===== src/rtl/serv_irq_csr.sv =====
// rtl/serv_irq_csr.sv - bit-serial machine-mode interrupt CSRs (mstatus, mie, mip, mcause)
module serv_irq_csr #(
    parameter int NLIRQ    = 4,
    parameter int MCAUSE_W = 5
) (
    input  logic                            i_clk,
    input  logic                            i_rst,
    input  logic                            i_init,
    input  logic                            i_en,
    input  logic [4:0]                      i_cnt,
    input  logic                            i_cnt_done,
    input  logic [2:0]                      i_csr_sel,
    input  logic [1:0]                      i_csr_source,
    input  logic                            i_d,
    input  logic                            i_trap,
    input  logic                            i_mret,
    input  logic                            i_e_op,
    input  logic                            i_ebreak,
    input  logic                            i_mem_op,
    input  logic                            i_mem_cmd,
    input  logic                            i_msip,
    input  logic                            i_mtip,
    input  logic                            i_meip,
    input  logic [(NLIRQ>0?NLIRQ:1)-1:0]    i_lirq,
    output logic                            o_q,
    output logic                            o_csr_in,
    output logic                            o_irq_pending,
    output logic                            o_new_irq,
    output logic                            o_mie
);

    localparam logic [31:0] MSTATUS_MASK = 32'h0000_0088;
    localparam logic [31:0] MIE_MASK     = 32'h0000_0888 | (((32'd1 << NLIRQ) - 32'd1) << 16);
    localparam logic [31:0] MCAUSE_MASK  = 32'h8000_0000 | ((32'd1 << MCAUSE_W) - 32'd1);

    // Registers are held as full words; only bits in the matching mask are ever written.
    logic [31:0] mstatus_r;
    logic [31:0] mie_r;
    logic [31:0] mcause_r;
    logic [4:0]  irq_code;
    logic        pend_r;

    logic [31:0] mip_vec;
    logic [31:0] enabled;
    logic [4:0]  next_code;
    logic [31:0] sel_vec;
    logic [31:0] wmask;
    logic [3:0]  exc_code;
    logic [31:0] trap_mcause;
    logic        wr;

    always_comb begin
        mip_vec     = '0;
        mip_vec[3]  = i_msip;
        mip_vec[7]  = i_mtip;
        mip_vec[11] = i_meip;
        for (int i = 0; i < NLIRQ; i++)
            mip_vec[16+i] = i_lirq[i];
    end

    assign enabled       = mip_vec & mie_r;
    assign o_mie         = mstatus_r[3];
    assign o_irq_pending = o_mie & (|enabled);

    // Lowest-priority sources are applied first so higher ones overwrite them.
    always_comb begin
        next_code = '0;
        for (int i = NLIRQ - 1; i >= 0; i--)
            if (enabled[16+i])
                next_code = 5'(16 + i);
        if (enabled[7])
            next_code = 5'd7;
        if (enabled[3])
            next_code = 5'd3;
        if (enabled[11])
            next_code = 5'd11;
    end

    always_comb begin
        sel_vec = '0;
        wmask   = '0;
        case (i_csr_sel)
            3'd1: begin sel_vec = mstatus_r; wmask = MSTATUS_MASK; end
            3'd2: begin sel_vec = mie_r;     wmask = MIE_MASK;     end
            3'd3: begin sel_vec = mip_vec;   wmask = '0;           end
            3'd4: begin sel_vec = mcause_r;  wmask = MCAUSE_MASK;  end
            default: begin sel_vec = '0;     wmask = '0;           end
        endcase
    end

    assign o_q = sel_vec[i_cnt];
    assign wr  = i_en & wmask[i_cnt];

    always_comb begin
        case (i_csr_source)
            2'd0:    o_csr_in = o_q;
            2'd1:    o_csr_in = i_d;
            2'd2:    o_csr_in = o_q | i_d;
            default: o_csr_in = o_q & ~i_d;
        endcase
    end

    always_comb begin
        exc_code = 4'd0;
        if (i_e_op)
            exc_code = i_ebreak ? 4'd3 : 4'd11;
        else if (i_mem_op)
            exc_code = i_mem_cmd ? 4'd6 : 4'd4;
        trap_mcause = o_new_irq ? {1'b1, 26'd0, irq_code} : {28'd0, exc_code};
        trap_mcause = trap_mcause & MCAUSE_MASK;
    end

    // Trap/mret assignments come last so they override a same-cycle CSR write.
    always_ff @(posedge i_clk or posedge i_rst) begin
        if (i_rst) begin
            mstatus_r <= '0;
            mie_r     <= '0;
            mcause_r  <= '0;
            irq_code  <= '0;
            pend_r    <= 1'b0;
            o_new_irq <= 1'b0;
        end else begin
            if (wr) begin
                case (i_csr_sel)
                    3'd1:    mstatus_r[i_cnt] <= o_csr_in;
                    3'd2:    mie_r[i_cnt]     <= o_csr_in;
                    3'd4:    mcause_r[i_cnt]  <= o_csr_in;
                    default: ;
                endcase
            end
            if (i_cnt_done && !i_init) begin
                pend_r    <= o_irq_pending;
                o_new_irq <= o_irq_pending & ~pend_r;
                irq_code  <= next_code;
            end
            if (i_cnt_done && i_trap) begin
                mstatus_r[7] <= mstatus_r[3];
                mstatus_r[3] <= 1'b0;
                mcause_r     <= trap_mcause;
            end else if (i_cnt_done && i_mret) begin
                mstatus_r[3] <= mstatus_r[7];
                mstatus_r[7] <= 1'b1;
            end
        end
    end

endmodule


===== config.mk =====
export PLATFORM = sky130hd
export DESIGN_NAME = serv_irq_csr
export DESIGN_NICKNAME = d
export VERILOG_FILES = /design/src/rtl/serv_irq_csr.sv
export SDC_FILE = /design/constraint.sdc
export NUM_CORES = 1
export LEC_CHECK = 0
export BUFFER_PORTS_ARGS = -buffer_cell sky130_fd_sc_hd__buf_2
export CAP_MARGIN = 10
export CORE_MARGIN = 3
export CORE_UTILIZATION = 63
export CTS_CLUSTER_DIAMETER = 200
export CTS_CLUSTER_SIZE = 40
export DETAILED_ROUTE_END_ITERATION = 6
export PLACE_DENSITY_LB_ADDON = 0.2
export SLEW_MARGIN = 5
export SYNTH_ARGS = -nofsm -noshare
export SYNTH_HDL_FRONTEND = slang
export SYNTH_SLANG_ARGS = --single-unit

===== constraint.sdc =====
create_clock -name i_clk -period 8.6 [get_ports i_clk]
set_input_delay 0.43 -clock i_clk [delete_from_list [all_inputs] [get_ports i_clk]]
set_output_delay 0.43 -clock i_clk [all_outputs]
set_load 0.05 [all_outputs]

==> results_dict.tcl <==
set metrics [dict create \
    outcome "completed" \
    cts_tree "built" \
    synth.distinct_cells 61 \
    synth-seq-cells 103 \
    placed_cell_area_um2 4840 \
    worst_pin_slew_ns 1.23 \
    fill_cells 570 \
    clkSlewWorstSetupHoldPaths_ns 0.11 \
    core_um2 7450 \
    hold_path_class "primary input to async pin" \
    synthCells 496 \
    die_y_um 94.8 \
    ios 34 \
    layout_commonest_cell "dfrtp_1" \
    drt_wl_total_um 11500 \
    p_leak_uw 0.00226 \
    crit_arrival_ns 3.76 \
    num_antenna_cells 0 \
    p_per_area_nw_per_um2 182 \
    ctsHoldBuffers 0 \
    die_width_um 94.8 \
    grt_pass1_wl_um 18900 \
    insertion_delay_ns 0.38 \
    port_buffers 33 \
    gp_congestion 0.953 \
    drt_iter0_drc 418 \
    drc 0 \
    vias_per_cell 6.54 \
    grt_pass1_vias 3535 \
    end_kind "primary output" \
    start_util 0.667 \
    htreeDepth 3 \
    slew_viol_final 0 \
    fin_crit_sh 0.487 \
    syn-cell-area_um2 4970 \
    fin_tns_setup_ns 0 \
    min_period_ns 4.19 \
    design_area_um2 5050 \
    numCtsBuffers 9 \
    cp_max_fo 30 \
    area_delta_synth_final_pct 1.54 \
    finalNonFillerCells 555 \
    ant_nets 0 \
    antenna_found_initial 0 \
    critPathKind "primary input to primary output" \
    ir_drop_mv 0.103 \
    hold_violations 0 \
    synth_top_cell_by_area "dfrtp_1" \
    clock-sinks 103 \
    synth_edf_count 0 \
    track_usage 0.278 \
    syn_area_per_cell_um2 10.0 \
    ys.flop_type "dfrtp_1" \
    cp.required_ns 8.17 \
    drive_gt1_frac 0.160 \
    syn_nets 525 \
    cts_buffer_depth 2 \
    fin_nets 480 \
    die_area_um2 8990 \
    max_cap_violations 0 \
    place_inst 539 \
    firstDrtPassIters 5 \
    cts_root_buffer "clkbuf_8" \
    grt_overflow 0 \
    yosysWarningCount 0 \
    dp_hpwl_um 7590 \
    yosysTopAreaCellShare 0.519 \
    post_drt_wl_per_cell_um 20.7 \
    max_freq_mhz 239 \
    ys_async_sr_fraction 1.00 \
    yosysSeqAreaShare 0.519 \
    layout_common_cells "103 x dfrtp_1, 40 x nand2_1, 33 x buf_2, 28 x a21oi_1, 28 x and2_1" \
    post_cts_buffers 0 \
    rsz0062_at_grt "no" \
    fin_skew_ns 0.0172 \
    vias 3631 \
    grt_max_degree 57 \
    cts-resized-gates 0 \
    start_kind "primary input" \
    rows 31 \
    slew_headroom 0.179 \
    setup_viol 0 \
    netlist_top_cells_area "dfrtp_1 52%, clkbuf_1 5.3%, a22oi_1 3.9%, and2_1 3.5%, nand2_1 3.0%" \
]
registers in the layout, summed over array words and instances (netlist names):
register	flops
mcause_r	32
mie_r	32
mstatus_r	32
irq_code	5
o_new_irq	1
pend_r	1
critical path, stage by stage:
cell       delay [ns]
buf_2            0.42
nor3b_4          1.07
nand2_1          0.20
and3_1           0.24
a31oi_1          0.14
a32o_1           0.25
o2111ai_2        0.50
nand2_1          0.20
buf_2            0.28
metal layers:
| metal | vias to the layer above | global-route usage | part of all wire |
|---|---|---|---|
| met5 | - | 0 | 0 |
| met4 | 0 | 0.115 | 0.027 |
| met3 | 32 | 0.0598 | 0.073 |
| met2 | 167 | 0.396 | 0.44 |
| met1 | 1756 | 0.415 | 0.46 |
| li1 | 1676 | - | - |
report_power, final:
group	switching [uW]	internal [uW]
logic	72.1	29.9
clock network	171	147
registers	5.92	491
synth_stat cells, types with 7 or more instances:
master,count
a22oi_1,26
o21ai_0,26
nor2_1,14
o31ai_1,8
a21oi_1,28
inv_1,8
and2_1,28
buf_6,11
a41oi_1,7
a32oi_1,7
clkbuf_1,70
nand3_1,9
nand2_1,40
dfrtp_1,103
final timing paths:
path | startpoint | end | slack, ns | cells after the start
max in group asynchronous | i_rst | mcause_r[15] | 7.38 | 3
min in group i_clk | i_meip | irq_code[3] | 0.33 | 3
hold / removal | i_rst | mstatus_r[16] | 0.11 | 2
hold reg to reg | mie_r[13] | mie_r[13] | 0.38 | 0
setup / recovery | i_csr_sel[2] | o_csr_in | 4.41 | 9
setup reg to reg | mstatus_r[3] | mie_r[16] | 6.08 | 7
metrics by stage:
stage | power, uW | hold slack (ns) | setup WS [ns] | util
after global routing | 954 | 0.144 | 4.14 | 0.678
after floorplan | 581 | 0.422 | 5.47 | -
after CTS | 923 | 0.124 | 4.49 | 0.678
after global placement | 605 | 0.358 | 4.51 | 0.649
after detailed placement | 607 | 0.363 | 4.50 | 0.649
final | 917 | 0.108 | 4.41 | 0.678
layout make-up:
type / instances / area [um^2] / share of cell area
repair buffers: 34 / 173 / 0.0342
flip-flops and latches: 103 / 2580 / 0.511
clock inverters: 6 / 72.6 / 0.0144
multi-input cells: 295 / 1930 / 0.382
well taps: 99 / 124 / 0.0245
clock buffers: 10 / 138 / 0.0273
inverters: 8 / 32.5 / 0.00645
logic make-up (layout without fill, tap and decap cells):
group                  count (synthesis)  in the layout  synth area share
flip-flops                           103            103             0.519
AO/OA/AOI/OAI                        153            153             0.227
multiplexers                           5              5            0.0113
buffers and inverters                 98             58            0.0937
XOR/XNOR                               1              1           0.00176
AND/OR/NAND/NOR                      136            136             0.148
Power figures use the tool's default switching activity.
